**src/rtl/spi_slave_core.sv**
```systemverilog
// spi_slave_core: SPI target-side shift engine.
// Synchronizes SCK/NSS/MOSI into clk_i, detects SCK edges digitally and
// shifts 8/16/24/32-bit words with selectable CPOL/CPHA and bit order.
// A one-entry TX holding register feeds the shifter and a one-entry RX
// holding register presents received words.
// Optional feature macro: SPI_SLAVE_ERR_EN adds err_clr_i, ovr_o, udr_o
// (sticky overrun/underrun flags).
`ifndef SPI_DATA_WIDTH
`define SPI_DATA_WIDTH 32
`endif

module spi_slave_core #(
  parameter int SYNC_STAGES = 2
) (
  input  logic                       clk_i,
  input  logic                       rst_n_i,
  input  logic                       lsb_i,
  input  logic                       cpol_i,
  input  logic                       cpha_i,
  input  logic [1:0]                 dtb_i,
  output logic                       busy_o,
  input  logic                       tx_valid_i,
  output logic                       tx_ready_o,
  input  logic [`SPI_DATA_WIDTH-1:0] tx_data_i,
  output logic                       rx_valid_o,
  input  logic                       rx_ready_i,
  output logic [`SPI_DATA_WIDTH-1:0] rx_data_o,
  input  logic                       spi_sck_i,
  input  logic                       spi_nss_i,
  input  logic                       spi_mosi_i,
  output logic                       spi_miso_o
`ifdef SPI_SLAVE_ERR_EN
  ,
  input  logic                       err_clr_i,
  output logic                       ovr_o,
  output logic                       udr_o
`endif
);

  localparam int W = `SPI_DATA_WIDTH;

  typedef enum logic {IDLE = 1'b0, XFER = 1'b1} state_e;

  // word length in bits from the dtb code: 8, 16, 24, 32
  function automatic logic [5:0] nbits_of(input logic [1:0] dtb);
    nbits_of = {1'b0, dtb, 3'b000} + 6'd8;
  endfunction

  // bit presented on MISO for a right-aligned word of n bits
  function automatic logic out_bit(input logic [W-1:0] v, input logic lsb,
                                   input logic [5:0] n);
    logic [4:0] idx;
    idx = 5'(n - 6'd1);
    out_bit = lsb ? v[0] : v[idx];
  endfunction

  // insert one received bit; LSB-first enters at bit n-1 and moves right
  function automatic logic [W-1:0] rx_insert(input logic [W-1:0] v, input logic b,
                                             input logic lsb, input logic [5:0] n);
    logic [W-1:0] t;
    logic [4:0]   idx;
    idx = 5'(n - 6'd1);
    if (lsb) begin
      t      = v >> 1;
      t[idx] = b;
    end else begin
      t = {v[W-2:0], b};
    end
    rx_insert = t;
  endfunction

  logic [SYNC_STAGES-1:0] sck_sync_q, nss_sync_q, mosi_sync_q;
  logic sck_prev_q, nss_prev_q, mosi_q;
  logic sck_rise_q, sck_fall_q, nss_fall_q, nss_rise_q;

  state_e         state_q, state_d;
  logic           tx_full_q, tx_full_d;
  logic [W-1:0]   tx_hold_q, tx_hold_d;
  logic [W-1:0]   tx_sh_q, tx_sh_d;
  logic [W-1:0]   rx_sh_q, rx_sh_d;
  logic [5:0]     cnt_q, cnt_d;
  logic [5:0]     nbits_q, nbits_d;
  logic           lsb_q, lsb_d, cpol_q, cpol_d, cpha_q, cpha_d;
  logic           sampled_q, sampled_d;
  logic           miso_q, miso_d;
  logic           rx_valid_q, rx_valid_d;
  logic [W-1:0]   rx_data_q, rx_data_d;

  logic           load, push, lead, trail, samp, shft, tx_write;
  logic [W-1:0]   rx_word, load_word, tx_shifted;
  logic [5:0]     load_n;

  // pin synchronizers plus registered edge detection of SCK and NSS
  always_ff @(posedge clk_i or negedge rst_n_i) begin
    if (!rst_n_i) begin
      sck_sync_q  <= '0;
      nss_sync_q  <= '1;
      mosi_sync_q <= '0;
      sck_prev_q  <= 1'b0;
      nss_prev_q  <= 1'b1;
      mosi_q      <= 1'b0;
      sck_rise_q  <= 1'b0;
      sck_fall_q  <= 1'b0;
      nss_fall_q  <= 1'b0;
      nss_rise_q  <= 1'b0;
    end else begin
      sck_sync_q  <= {sck_sync_q[SYNC_STAGES-2:0], spi_sck_i};
      nss_sync_q  <= {nss_sync_q[SYNC_STAGES-2:0], spi_nss_i};
      mosi_sync_q <= {mosi_sync_q[SYNC_STAGES-2:0], spi_mosi_i};
      sck_prev_q  <= sck_sync_q[SYNC_STAGES-1];
      nss_prev_q  <= nss_sync_q[SYNC_STAGES-1];
      mosi_q      <= mosi_sync_q[SYNC_STAGES-1];
      sck_rise_q  <= sck_sync_q[SYNC_STAGES-1] & ~sck_prev_q;
      sck_fall_q  <= ~sck_sync_q[SYNC_STAGES-1] & sck_prev_q;
      nss_fall_q  <= ~nss_sync_q[SYNC_STAGES-1] & nss_prev_q;
      nss_rise_q  <= nss_sync_q[SYNC_STAGES-1] & ~nss_prev_q;
    end
  end

  // next-state: frame FSM, word load/shift/sample, TX and RX holding registers
  always_comb begin
    state_d    = state_q;
    tx_full_d  = tx_full_q;
    tx_hold_d  = tx_hold_q;
    tx_sh_d    = tx_sh_q;
    rx_sh_d    = rx_sh_q;
    cnt_d      = cnt_q;
    nbits_d    = nbits_q;
    lsb_d      = lsb_q;
    cpol_d     = cpol_q;
    cpha_d     = cpha_q;
    sampled_d  = sampled_q;
    miso_d     = miso_q;
    rx_valid_d = rx_valid_q;
    rx_data_d  = rx_data_q;
    load       = 1'b0;
    push       = 1'b0;
    load_n     = nbits_of(dtb_i);
    load_word  = tx_full_q ? tx_hold_q : '0;
    rx_word    = rx_insert(rx_sh_q, mosi_q, lsb_q, nbits_q);
    tx_shifted = lsb_q ? (tx_sh_q >> 1) : (tx_sh_q << 1);
    lead       = cpol_q ? sck_fall_q : sck_rise_q;
    trail      = cpol_q ? sck_rise_q : sck_fall_q;
    samp       = cpha_q ? trail : lead;
    shft       = cpha_q ? lead : trail;
    tx_write   = tx_valid_i & ~tx_full_q;

    case (state_q)
      IDLE: begin
        if (nss_fall_q) begin
          state_d = XFER;
          load    = 1'b1;
        end
      end
      XFER: begin
        if (nss_rise_q) begin
          state_d = IDLE;
          cnt_d   = '0;
          miso_d  = 1'b0;
          tx_sh_d = '0;
          rx_sh_d = '0;
        end else if (samp) begin
          rx_sh_d   = rx_word;
          sampled_d = 1'b1;
          cnt_d     = cnt_q - 6'd1;
          if (cnt_q == 6'd1) begin
            push = 1'b1;
            load = 1'b1;
          end
        end else if (shft && sampled_q) begin
          // a shift edge before the word's first sample keeps the loaded bit
          tx_sh_d = tx_shifted;
          miso_d  = out_bit(tx_shifted, lsb_q, nbits_q);
        end
      end
      default: state_d = IDLE;
    endcase

    if (load) begin
      lsb_d     = lsb_i;
      cpol_d    = cpol_i;
      cpha_d    = cpha_i;
      nbits_d   = load_n;
      cnt_d     = load_n;
      tx_sh_d   = load_word;
      miso_d    = out_bit(load_word, lsb_i, load_n);
      rx_sh_d   = '0;
      sampled_d = 1'b0;
      tx_full_d = 1'b0;
    end
    if (tx_write) begin
      tx_full_d = 1'b1;
      tx_hold_d = tx_data_i;
    end

    if (rx_valid_q && rx_ready_i) rx_valid_d = 1'b0;
    if (push && (!rx_valid_q || rx_ready_i)) begin
      rx_valid_d = 1'b1;
      rx_data_d  = rx_word;
    end
  end

  // state and datapath registers
  always_ff @(posedge clk_i or negedge rst_n_i) begin
    if (!rst_n_i) begin
      state_q    <= IDLE;
      tx_full_q  <= 1'b0;
      tx_hold_q  <= '0;
      tx_sh_q    <= '0;
      rx_sh_q    <= '0;
      cnt_q      <= '0;
      nbits_q    <= 6'd8;
      lsb_q      <= 1'b0;
      cpol_q     <= 1'b0;
      cpha_q     <= 1'b0;
      sampled_q  <= 1'b0;
      miso_q     <= 1'b0;
      rx_valid_q <= 1'b0;
      rx_data_q  <= '0;
    end else begin
      state_q    <= state_d;
      tx_full_q  <= tx_full_d;
      tx_hold_q  <= tx_hold_d;
      tx_sh_q    <= tx_sh_d;
      rx_sh_q    <= rx_sh_d;
      cnt_q      <= cnt_d;
      nbits_q    <= nbits_d;
      lsb_q      <= lsb_d;
      cpol_q     <= cpol_d;
      cpha_q     <= cpha_d;
      sampled_q  <= sampled_d;
      miso_q     <= miso_d;
      rx_valid_q <= rx_valid_d;
      rx_data_q  <= rx_data_d;
    end
  end

  assign busy_o     = (state_q == XFER);
  assign tx_ready_o = ~tx_full_q;
  assign rx_valid_o = rx_valid_q;
  assign rx_data_o  = rx_data_q;
  assign spi_miso_o = miso_q;

`ifdef SPI_SLAVE_ERR_EN
  logic ovr_q, udr_q, ovr_set, udr_set;
  assign udr_set = load & ~tx_full_q;
  assign ovr_set = push & rx_valid_q & ~rx_ready_i;

  // sticky error flags; a new event wins over a same-cycle clear
  always_ff @(posedge clk_i or negedge rst_n_i) begin
    if (!rst_n_i) begin
      ovr_q <= 1'b0;
      udr_q <= 1'b0;
    end else begin
      ovr_q <= ovr_set | (ovr_q & ~err_clr_i);
      udr_q <= udr_set | (udr_q & ~err_clr_i);
    end
  end

  assign ovr_o = ovr_q;
  assign udr_o = udr_q;
`endif

endmodule
```
**config.mk**
```make
export PLATFORM = sky130hd
export DESIGN_NAME = spi_slave_core
export DESIGN_NICKNAME = d
export VERILOG_FILES = /design/src/rtl/spi_slave_core.sv
export SDC_FILE = /design/constraint.sdc
export NUM_CORES = 1
export LEC_CHECK = 0
export ABC_AREA = 1
export BUFFER_PORTS_ARGS = -buffer_cell sky130_fd_sc_hd__clkbuf_2
export CAP_MARGIN = 20
export CORE_MARGIN = 3
export CORE_UTILIZATION = 50
export DETAILED_ROUTE_END_ITERATION = 16
export GPL_ROUTABILITY_DRIVEN = 0
export HOLD_SLACK_MARGIN = 0.1
export PLACE_DENSITY_LB_ADDON = 0.1
export SKIP_LAST_GASP = 1
export SYNTH_ARGS = -nofsm -noshare
export SYNTH_HDL_FRONTEND = slang
export SYNTH_SLANG_ARGS = --single-unit
```
**constraint.sdc**
```tcl
create_clock -name clk_i -period 1.64 [get_ports clk_i]
set_input_delay 0.164 -clock clk_i [delete_from_list [all_inputs] [get_ports clk_i]]
set_output_delay 0.164 -clock clk_i [all_outputs]
set_load 0.005 [all_outputs]
```
After elaboration in Yosys (flattened, before gate mapping) --
Cells that the tools add are included.
Word-level totals: flip-flop bits (word level) 160, latch bits 0, RAM bits 0, bits in read-only memories 0, output and inout bits 36, logic and storage cells 110, memories 0
Operators by class: add/sub/neg operators 4, multiply operators 0, divide/modulo/power cells 0, magnitude comparators 3, equal/unequal tests 3, shifts and indexed selects 0, multiplexer cells 50, bitwise gates (word level) 11, reductions and logical operators 15
Operators with widths (count):
- 2-to-1 mux 32 bit | 12
- bitwise mux 32 bit | 1
- 2-to-1 mux 1 bit | 28
- 2-to-1 mux 6 bit | 4
- less-than comparator 5 x 6 -> 1 bit, second input constant | 2
- binary-select mux 1 bit (select 5 bit) | 2
- subtractor 5 x 1 -> 5 bit, second input constant | 2
- nonzero test 2 bit | 4
- adder 5 x 4 -> 6 bit, second input constant | 1
- == test 6 x 1 -> 1 bit, second input constant | 1
- inverter 1 bit | 6
- AND reduction 3 bit | 2
- nonzero test 3 bit | 2
- subtractor 6 x 1 -> 6 bit, second input constant | 1
- AND 1 bit | 5
- demux 1 bit (select 5 bit) | 1
- greater-or-equal comparator 5 x 1 -> 1 bit, second input constant | 1
- logical AND 1 bit | 4
- case mux 1 bit (2 select lines) | 2
- != test 3 bit, second input constant | 1
- != test 2 x 1 -> 1 bit, second input constant | 1
- AND reduction 2 bit | 1
- logical NOT 1 bit | 1
- logical OR 1 bit | 1

Longest topological paths before layout --
Gate-level depths: netlist of the first run.
word-level depth 11, depth in mapped cells 14, mapped depth without buffers 13

Least setup slack after synthesis of the first run --
Ideal clock, no wire load.
kind reg2reg, from register cnt_q[1], to register rx_sh_q[15], library setup time 127 ps, data arrival time 1473 ps, path slack 39 ps, stages on the path, launching flop included 12, period minus slack after synthesis 1601 ps, path through dfrtp_1 inv_1 ha_1 nand3_1 nor2_4 nand2_4 nand2_4 buf_6 inv_2 nand2_2 buf_2 o21ai_1
On the way: cells in the longest elaborated chain, start to end 7, elaborated cells between the ends (all ways) 9
RTL lines:
- from (decl) | line 81 | logic [5:0] cnt_q, cnt_d;
- from (signal assigned) | line 226 | cnt_q <= cnt_d;
- == test 6 x 1 -> 1 bit * | line 166 | if (cnt_q == 6'd1) begin
- 2-to-1 mux 1 bit * | line 166
- 2-to-1 mux 1 bit * | line 162 | end else if (samp) begin
- 2-to-1 mux 1 bit * | line 156 | if (nss_rise_q) begin
- case mux 1 bit (2 select lines) * | line 148 | case (state_q)
- nonzero test 3 bit (no line) / nonzero test 2 bit (equally long branches)
- AND reduction 2 bit (no line)
- to (signal assigned) | line 225 | rx_sh_q <= rx_sh_d;
- to (decl) | line 80 | logic [W-1:0] rx_sh_q, rx_sh_d;
Every way passes the cells marked *; elsewhere a longest branch is shown, timed or not. A chain may end at the register's enable or synchronous reset.

Final worst setup path of the first run --
from register cnt_q[1], to register tx_sh_q[25]
On the way: cells in the longest elaborated chain, start to end 7, elaborated cells between the ends (all ways) 10
RTL lines:
- == test 6 x 1 -> 1 bit * | line 166
- 2-to-1 mux 1 bit * | line 166
- 2-to-1 mux 1 bit * | line 162
- 2-to-1 mux 1 bit * | line 156
- case mux 1 bit (2 select lines) * | line 148
- != test 3 bit (no line), or another cell as far along
- AND reduction 3 bit (no line)
- to (signal assigned) | line 224 | tx_sh_q <= tx_sh_d;
- to (decl) | line 79 | logic [W-1:0] tx_sh_q, tx_sh_d;
Marked as above.

==> out/results.txt, run 1 <==
Outcome -> finished, violations left
Failing checks -> negative setup slack
Ant. Diodes -> 0
Flop pwr share -> 0.390
ANT nets after route -> 0
Yosys warns -> 0
Hold Path End -> tx_full_q
CTS Buf Count -> 17
Slew HR -> 0.716
Critical Path End Type -> flop
Post-synth ARST share -> 1.00
Launch point of the worst path -> cnt_q[1]
CP Class -> reg -> reg
Hold Startpoint -> tx_valid_i
Min Tclk post-route -> 1.71 ns
Final hold vios -> 0
PortBufs -> 79
Seq. cell area -> 3940 um^2
RSZ-0062 raised after global routing -> yes
Largest fanout on the critical path -> 8
Maximum vdd ir drop -> 1360 uV
Power density cells -> 1570 nW/um^2
Fin area -> 9510 um^2
GRT Util Overall -> 0.221
Vias in the first global route -> 6070
Sw Ratio -> 0.345
Setup_tns -> -1.79 ns
Initial DRC Count -> 467
Buffer depth of the longest clock path -> 2
Period utilization -> 1.04
Final setup fails -> 52
Initial antenna violation count -> 0
Final #Nets -> 993
Initial Utilization -> 0.514
Core area -> 14000 um^2
# clock sinks -> 157
Worst endpoint required time -> 2.00 ns
Area Growth Syn to Fin -> 32.3%
TritonCTS clock tree -> built
Number of I/O pins -> 80
Clk slew on worst S/H paths -> 0.07 ns
FP Rows -> 43
Count of pins over their slew limit -> 0
Largest net degree at the start of global routing -> 65
Max-cap violations -> 0
Worst Max-Slew Pin Slew -> 0.426 ns
# DRC -> 0
Commonest non-fill, non-tap cell in the layout -> nand2_1
Syn avg cell area -> 9.14 um^2
Die area -> 15800 um^2
Pre-antenna DRT Iters -> 5
Hold Path Cell Cnt -> 4
Post-DP Area -> 7980 um^2
DR vias/cell -> 5.24
Int Pwr -> 9.81 mW
Syn Nets -> 837
Root Driver -> clkbuf_16
DP HPWL -> 10.5 mm
Arrival @ worst endpoint -> 2.07 ns
Hold WS -> 0.195 ns
Share of layout cells above drive strength 1 -> 0.254
H-Tree Depth -> 4
RR Endpoint -> tx_sh_q[25]
Die W -> 126 um
HP Class -> in -> reg
Mean routed wirelength per cell -> 15.4 um
Max frequency -> 584 MHz
Final cell count without fillers -> 1135
R2R cell count -> 12
Vias -> 5948
Multi-input logic area -> 3000 um^2
Syn Inst Count -> 786
Psw -> 5.16 mW
Die height -> 126 um
Most frequent cells in the layout -> nand2_1, dfrtp_1, o21ai_1
Syn Std Cell Area -> 7190 um^2
Register area share after synthesis -> 0.547
Final wirelength -> 17.4 mm
Power share of the combinational group -> 0.349
Slack of the critical path -> -0.0719 ns
Clock Latency Late Sink -> 0.43 ns
EDFF count, synth -> 0
Clk pwr share -> 0.261
Register bit count reported by yosys -> 157
Crit path launch type -> flop
R2R Path Start -> cnt_q[1]
Pleak -> 4.60 nW
Synth unique cells -> 30
Placed cells -> 1039
Synth Flop Type -> dfrtp_1
Fill count -> 1108
Global-route wire length before repair -> 28.7 mm
Reg2Reg Setup Slack -> -0.07 ns
Total global routing overflow -> 0
Final Skew -> 0.00730 ns
area by class of cell:
type | count | area share
sequential | 157 | 0.414
multi-input combinational | 543 | 0.315
timing repair buffer | 180 | 0.168
clock buffer | 19 | 0.0476
tap | 180 | 0.0237
inverter | 43 | 0.0172
clock inverter | 13 | 0.0149
what timing repair did:
item	in CTS	in global routing
endpoints found under the setup margin	68	86
endpoints found under the hold margin	193	0
buffers inserted	6	7
gates cloned	3	8
pin swaps	1	8
hold buffers	41	0
gates resized for setup	16	29
how the worst max path moves through the flow:
| stage | end | slack (ns) | cells past startpoint |
|---|---|---|---|
| 2_1_floorplan | rx_sh_q[15] | 0.04 | 11 |
| 3_3_place_gp | cnt_q[1] | -0.03 | 9 |
| 3_5_place_dp | tx_sh_q[20] | -0.1 | 11 |
| 4_1_cts | tx_sh_q[31] | -0.02 | 11 |
| 5_1_grt | spi_miso_o | -0.17 | 13 |
| 6_report | tx_sh_q[25] | -0.07 | 12 |
cells in the mapped netlist, types with 6 or more instances:
| master | number | area share |
|---|---|---|
| nor2_1 | 11 | 0.0057 |
| mux2i_1 | 29 | 0.040 |
| buf_2 | 14 | 0.0098 |
| ha_1 | 7 | 0.012 |
| buf_1 | 6 | 0.0031 |
| inv_1 | 40 | 0.021 |
| o21ai_1 | 94 | 0.065 |
| clkbuf_1 | 16 | 0.0084 |
| nand2_1 | 253 | 0.13 |
| dfrtp_1 | 153 | 0.53 |
| nand3_1 | 52 | 0.036 |
| mux2_2 | 32 | 0.050 |
| o21ai_0 | 42 | 0.029 |
cell families after synthesis:
family                     synth area share
buffers and inverters                0.0542
and+or+nand+nor                       0.190
AOI/OAI and AO/OA                     0.103
xor gates and xnor gates            0.00244
muxes                                0.0905
DFF                                   0.547
adders and majority gates            0.0122
per-stage QoR:
step | total power, mW | worst slack, ns | util
after floorplan | 8.79 | 0.0394 | -
after global placement | 10.1 | -0.0348 | 0.571
after detailed placement | 10.3 | -0.0983 | 0.571
after CTS | 14.6 | -0.0186 | 0.656
after global routing | 16.0 | -0.165 | 0.680
final | 15.0 | -0.0719 | 0.680
sequential cells by signal, summed over array words and instances, names as in the netlist, 2 cells and up:
register	count
rx_data_o	32
tx_sh_q	32
cnt_q	6
rx_sh_q	32
mosi_sync_q	2
nbits_q	2
nss_sync_q	2
tx_hold_q	32
sck_sync_q	2
metal layers:
layer  track usage  wire length [um]  vias up
met5             0                 0        -
met4        0.0700               333        0
met3        0.0496               613       34
met2         0.382              9070      153
met1         0.278              7410     2848
li1              -                 -     2913
power by group through the flow:
stage	logic [mW]	clock network [mW]	registers, mW
final	5.23	3.91	5.84
after global routing	5.88	4.16	5.97
after CTS	4.82	4.00	5.81
after detailed placement	4.43	0	5.85
after global placement	4.32	0	5.80
after floorplan	3.17	0	5.62
worst max-delay path, stage by stage, from the launching register on:
cell and delay, ns:
dfrtp_1 0.40, inv_2 0.08, ha_4 0.13, nand3_4 0.08, nor2_4 0.13, nand2_4 0.11, nand2_8 0.09, nor2_4 0.06
a21oi_4 0.16, buf_12 0.15, clkbuf_16 0.15, nand2_1 0.05, nand2_1 0.06
(Power assumes the default switching activity.)
==> run 2: changes to the inputs <==
--- a/config.mk
+++ b/config.mk
@@ -12,7 +12,6 @@
 export CORE_UTILIZATION = 50
 export DETAILED_ROUTE_END_ITERATION = 16
 export GPL_ROUTABILITY_DRIVEN = 0
-export HOLD_SLACK_MARGIN = 0.1
 export PLACE_DENSITY_LB_ADDON = 0.1
 export SKIP_LAST_GASP = 1
 export SYNTH_ARGS = -nofsm -noshare
==> constraint.sdc (replaced) <==
create_clock -name clk_i -period 1.64 [get_ports clk_i]
set_input_delay 0 -clock clk_i [delete_from_list [all_inputs] [get_ports clk_i]]
set_output_delay 0 -clock clk_i [all_outputs]
set_load 0.005 [all_outputs]
==> run 2 against run 1 <==
The flow still finishes with violations (negative setup slack). Clock skew about the same. Routed wire length about the same. Worst hold slack worse by 0.19 ns. Largest power group unchanged.
==> out/results.txt, run 2 (same netlist as run 1, synthesis figures left out) <==
Outcome -> finished, violations left
Failing checks -> negative setup slack
H-Tree Depth -> 4 (unchanged)
Setup_tns -> -3.26 ns (-1.47 ns)
Pleak -> 4.60 nW (about the same)
Power density cells -> 1580 nW/um^2 (+0.17%)
Pre-antenna DRT Iters -> 7 (+2)
# DRC -> 0 (unchanged)
Number of I/O pins -> 80 (unchanged)
Die W -> 126 um (unchanged)
PortBufs -> 79 (unchanged)
Slack of the critical path -> -0.0930 ns (-0.0211 ns)
CP Class -> reg -> reg
Sw Ratio -> 0.360 (+0.0151)
Top delay family on crit path -> simple AND/OR/NAND/NOR gates
Largest fanout on the critical path -> 4 (-4)
DP HPWL -> 10.2 mm (-2.6%)
Clk slew on worst S/H paths -> 0.06 ns (about the same)
CTS Buf Count -> 17 (unchanged)
Crit path launch type -> flop
Slowest stage cell, crit path -> dfrtp_1
FP Rows -> 43 (unchanged)
Die area -> 15800 um^2 (unchanged)
R2R cell count -> 11 (-1)
Clock Latency Late Sink -> 0.43 ns (about the same)
TritonCTS clock tree -> built
Initial DRC Count -> 510 (+9.2%)
Vias in the first global route -> 5773 (-4.9%)
# clock sinks -> 157 (unchanged)
Clk pwr share -> 0.252 (-0.009)
Buffer depth of the longest clock path -> 2 (unchanged)
Area Growth Syn to Fin -> 31.8%
Core area -> 14000 um^2 (unchanged)
Die height -> 126 um (unchanged)
Final setup fails -> 71 (+37%)
Count of pins over their slew limit -> 0 (unchanged)
Ant. Diodes -> 0 (unchanged)
Critical Path End Type -> flop
Global-route wire length before repair -> 27.7 mm (-3.5%)
Commonest non-fill, non-tap cell in the layout -> nand2_1
Initial antenna violation count -> 0 (unchanged)
RR Endpoint -> tx_sh_q[15]
Final hold vios -> 0 (unchanged)
Worst endpoint required time -> 2.00 ns (about the same)
Mean routed wirelength per cell -> 15.4 um (+0.45%)
Arrival @ worst endpoint -> 2.09 ns (+0.02 ns)
Reg2Reg Setup Slack -> -0.09 ns (-0.02 ns)
Most frequent cells in the layout -> nand2_1, dfrtp_1, o21ai_1
Min Tclk post-route -> 1.73 ns (+0.0211 ns)
Psw -> 5.38 mW (+4.2%)
Worst path buffer plus inverter count -> 2 (-1)
ANT nets after route -> 0 (unchanged)
RSZ-0062 raised after global routing -> yes
Root Driver -> clkbuf_16
Initial Utilization -> 0.514 (unchanged)
Final #Nets -> 989 (-0.40%)
Worst Max-Slew Pin Slew -> 0.359 ns (-0.0672 ns)
Period utilization -> 1.06 (+0.0129)
Final Skew -> 0.00755 ns (+0.000246 ns)
Flop pwr share -> 0.391 (about the same)
Max-cap violations -> 0 (unchanged)
HP Class -> in -> async
Power share of the combinational group -> 0.357 (+0.008)
Worst path cell trace -> nor2_2 -> nand3_2 -> nor2_4 -> nand2_4 -> nand2_4 -> nor2_4 -> a21oi_4 -> buf_6 -> buf_16 -> nand2_2 -> nand2_1
Largest net degree at the start of global routing -> 56 (-14%)
Vias -> 5963 (+0.25%)
Total global routing overflow -> 0 (unchanged)
Maximum vdd ir drop -> 1100 uV (-19%)
Max frequency -> 577 MHz (-1.2%)
Slew HR -> 0.761 (+0.0448)
Int Pwr -> 9.57 mW (-2.5%)
R2R Path Start -> cnt_q[3]
GRT Util Overall -> 0.214 (-0.00694)
Final wirelength -> 17.4 mm (about the same)
Crit-path max cell delay -> 0.39 ns (about the same)
Hold WS -> 0.00679 ns (-0.188 ns)
Share of layout cells above drive strength 1 -> 0.277 (+0.0221)
DR vias/cell -> 5.27 (+0.61%)
-- run 2: cell count changes in the layout (fill, tap and decap cells not counted), sizes merged --
| cell | change |
|---|---|
| clkinvlp | -2 |
| buf | -5 |
| clkinv | +2 |
| clkbuf | -5 |
| inv | +3 |
| nand2 | +3 |
| bufbuf | +1 |
| bufinv | -1 |
-- run 2: repair_timing --
| action | 4_1_cts | 5_1_grt |
|---|---|---|
| pin swaps | 0 | 17 |
| setup endpoints to repair | 71 | 72 |
| buffers inserted | 6 | 7 |
| resized for setup | 12 | 53 |
| hold buffers | 41 | 0 |
| cloned | 4 | 6 |
| hold endpoints to repair | 193 | 0 |
-- run 2: final cells by class --
type                            count  area [um^2]
Multi-Input combinational cell    546         3110
Tap cell                          180          225
Fill cell                        1104         4510
Clock buffer                       17          425
Inverter                           43          165
Sequential cell                   157         3940
Timing Repair Buffer              173         1480
Clock inverter                     15          138
-- run 2: worst max path at each step --
stage	slack [ns]	end	depth (start not counted)	from
finish	-0.09	tx_sh_q[15]	11	cnt_q[3]
global route	-0.18	cnt_q[1]	11	cpol_q
floorplan	0.04	rx_sh_q[15]	11	cnt_q[1]
CTS	-0.05	tx_sh_q[1]	12	cnt_q[1]
global placement	-0.04	cnt_q[1]	9	cnt_q[0]
detailed placement	-0.11	tx_sh_q[28]	11	cnt_q[1]
-- run 2: worst register-to-register path: stages, from the launching register on --
cell     delay, ns
dfrtp_1       0.39
nor2_2        0.15
nand3_2       0.11
nor2_4        0.16
nand2_4       0.09
nand2_4       0.09
nor2_4        0.05
a21oi_4       0.19
buf_6         0.15
buf_16        0.13
nand2_2       0.06
nand2_1       0.09
-- run 2: per-layer routing --
layer,vias to the layer above,GRT usage,part of all wire
met5,-,0,0
met4,0,0.0858,0.030
met3,36,0.0352,0.043
met2,170,0.365,0.51
met1,2845,0.275,0.41
li1,2912,-,-
-- run 2: power groups by stage --
stage,logic (mW),registers [mW],clock network [mW]
final,5.34,5.84,3.76
after global routing,5.96,5.96,3.99
after CTS,4.79,5.81,3.82
after detailed placement,4.41,5.85,0
after global placement,4.30,5.80,0
after floorplan,3.17,5.62,0
-- run 2: per-stage QoR --
stage,power (mW),std cells,area (um^2),worst slack (ns),util
4_1_cts,14.4,1118,9130,-0.0545,0.653
2_1_floorplan,8.79,786,7190,0.0394,-
5_1_grt,15.9,1131,9470,-0.181,0.677
3_5_place_dp,10.3,1036,7960,-0.109,0.569
6_report,14.9,1131,9470,-0.0930,0.677
3_3_place_gp,10.1,1036,7960,-0.0382,0.569
==> run 3: changes to the inputs <==
--- a/config.mk
+++ b/config.mk
@@ -9,7 +9,7 @@
 export BUFFER_PORTS_ARGS = -buffer_cell sky130_fd_sc_hd__clkbuf_2
 export CAP_MARGIN = 20
 export CORE_MARGIN = 3
-export CORE_UTILIZATION = 50
+export CORE_UTILIZATION = 53
 export DETAILED_ROUTE_END_ITERATION = 16
 export GPL_ROUTABILITY_DRIVEN = 0
 export PLACE_DENSITY_LB_ADDON = 0.1
@@ -17,3 +17,4 @@
 export SYNTH_ARGS = -nofsm -noshare
 export SYNTH_HDL_FRONTEND = slang
 export SYNTH_SLANG_ARGS = --single-unit
+export TNS_END_PERCENT = 1
==> run 3 against run 2 <==
The run still ends with negative setup slack left. Die area shrank 5.4%. Routed wire length shrank 4.9%. Global-route usage grew 1.8 points. Sequential cell count is the same. Combinational power shrank 9.7%. Worst hold slack gained 0.038 ns. Critical endpoint is now tx_sh_q[1]. Largest power group unchanged.
==> out/results.txt, run 3 (same netlist as run 1, synthesis figures left out) <==
Outcome -> finished, violations left
Failing checks -> negative setup slack
Crit path launch type -> flop
Hold Startpoint -> tx_valid_i
Area Growth Syn to Fin -> 28.3%
Maximum vdd ir drop -> 830 uV (-25%)
Total global routing overflow -> 0 (unchanged)
Final Skew -> 0.00585 ns (-0.00169 ns)
Sw Ratio -> 0.333 (-0.0265)
Max frequency -> 569 MHz (-1.5%)
Power Total -> 14.8 mW (-0.95%)
TritonCTS clock tree -> built
Largest net degree at the start of global routing -> 65 (+16%)
Buffer depth of the longest clock path -> 2 (unchanged)
RSZ-0062 raised after global routing -> yes
Post-DP Area -> 7980 um^2 (+0.25%)
Slew HR -> 0.617 (-0.144)
CTS Buf Count -> 17 (unchanged)
Die area -> 15000 um^2 (-5.4%)
Max-cap violations -> 0 (unchanged)
Number of I/O pins -> 80 (unchanged)
Initial antenna violation count -> 0 (unchanged)
ANT nets after route -> 0 (unchanged)
Final hold vios -> 0 (unchanged)
HP Class -> in -> reg
Commonest non-fill, non-tap cell in the layout -> nand2_1
Initial DRC Count -> 429 (-16%)
DR vias/cell -> 5.30 (+0.51%)
Final #Nets -> 984 (-0.51%)
Clk pwr share -> 0.279 (+0.027)
Int Pwr -> 9.87 mW (+3.1%)
Critical Path End Type -> flop
Final cell count without fillers -> 1117 (-1.2%)
H-Tree Depth -> 4 (unchanged)
Core area -> 12900 um^2 (-7.6%)
Pre-antenna DRT Iters -> 5 (-2)
Clk slew on worst S/H paths -> 0.06 ns (about the same)
Root Driver -> clkbuf_16
Power density cells -> 1610 nW/um^2 (+1.8%)
Largest fanout on the critical path -> 8 (+4)
Die height -> 122 um (-2.7%)
Flop pwr share -> 0.396 (+0.005)
Initial Utilization -> 0.556 (+0.0422)
Placed cells -> 1032 (-0.39%)
GRT Util Overall -> 0.233 (+0.0183)
Mean routed wirelength per cell -> 14.8 um (-3.7%)
FP Rows -> 41 (-4.7%)
Count of pins over their slew limit -> 0 (unchanged)
DP HPWL -> 10.6 mm (+3.8%)
Share of layout cells above drive strength 1 -> 0.234 (-0.0427)
PortBufs -> 79 (unchanged)
Vias in the first global route -> 6052 (+4.8%)
Clock Latency Late Sink -> 0.42 ns (about the same)
Arrival @ worst endpoint -> 2.11 ns (+0.02 ns)
Global-route wire length before repair -> 27.9 mm (+0.50%)
Launch point of the worst path -> cnt_q[2]
R2R Path Start -> cnt_q[2]
Worst endpoint required time -> 2.00 ns (about the same)
Die W -> 122 um (-2.7%)
Power share of the combinational group -> 0.326 (-0.031)
Final setup fails -> 55 (-23%)
Vias -> 5919 (-0.74%)
Fin area -> 9220 um^2 (-2.7%)
# clock sinks -> 157 (unchanged)
Period utilization -> 1.07 (+0.0158)
Pleak -> 4.51 nW (-2.0%)
Final wirelength -> 16.6 mm (-4.9%)
Psw -> 4.94 mW (-8.2%)
Worst Max-Slew Pin Slew -> 0.575 ns (+0.216 ns)
Most frequent cells in the layout -> nand2_1, dfrtp_1, o21ai_1
Min Tclk post-route -> 1.76 ns (+0.0259 ns)
Ant. Diodes -> 0 (unchanged)
Slack of the critical path -> -0.119 ns (-0.0259 ns)
# DRC -> 0 (unchanged)
CP Class -> reg -> reg
run 3: cell types whose count changed in the layout (fill, tap and decap cells not counted), moves of 3 or more:
cell / before / now
nand2_4: 7 / 2
nand2_2: 31 / 5
bufinv_16: 1 / 4
nand2_8: 5 / 1
nand2_1: 220 / 251
inv_6: 5 / 0
buf_4: 33 / 37
run 3: area by class of cell:
class / instances / area, um^2
Sequential cell: 157 / 3940
Timing Repair Buffer: 172 / 1370
Fill cell: 1010 / 3710
Tap cell: 172 / 215
Clock inverter: 11 / 166
Clock buffer: 20 / 457
Inverter: 43 / 161
Multi-Input combinational cell: 542 / 2920
run 3: final timing paths:
kind | endpoint | cells after the start | slack, ns
max | tx_sh_q[1] | 10 | -0.12
min | tx_full_q | 4 | 0.05
max in group asynchronous | nss_sync_q[1] | 3 | 0.81
min reg2reg | mosi_q | 0 | 0.35
min in group asynchronous | nss_fall_q | 2 | 0.14
max reg2reg | tx_sh_q[1] | 10 | -0.12
run 3: worst max-delay path: stages, from the launching register on:
cell and delay, ns:
dfrtp_1 0.39, nor2_2 0.16, nand3_2 0.12, nor2_4 0.16, nand2_4 0.10, nand2_8 0.09
nor2_4 0.05, a21oi_4 0.29, clkbuf_16 0.23, nand2_1 0.06, nand2_1 0.06
run 3: repair_timing:
action,4_1_cts,5_1_grt
setup buffers,4,5
pin swaps,2,6
gates resized for setup,5,12
cloned,1,3
hold buffers,41,0
setup endpoints to repair,61,104
hold endpoints to repair,95,0
run 3: routing by layer:
metal  track usage  vias up  share of wire
li1              -     2872              -
met1         0.292     2870           0.44
met2         0.395      147           0.51
met3        0.0401       30          0.036
met4         0.106        0          0.021
met5             0        -              0
run 3: per-stage QoR:
| step | worst slack [ns] | hold WS (ns) | util | setup TNS, ns |
|---|---|---|---|---|
| floorplan | 0.0394 | -0.296 | - | 0 |
| global placement | 0.0117 | 0.0165 | 0.617 | 0 |
| detailed placement | -0.0965 | 0.0207 | 0.617 | -1.09 |
| CTS | -0.0428 | 0.0289 | 0.702 | -1.17 |
| global route | -0.217 | 0.0656 | 0.713 | -13.09 |
| finish | -0.119 | 0.0453 | 0.713 | -3.32 |
run 3: power groups by stage:
stage | Combinational (mW) | Clock, mW | Sequential, mW
floorplan | 3.17 | 0 | 5.62
global placement | 4.28 | 0 | 5.84
detailed placement | 4.44 | 0 | 5.88
CTS | 4.65 | 4.20 | 5.83
global route | 5.43 | 4.37 | 5.97
finish | 4.82 | 4.12 | 5.86
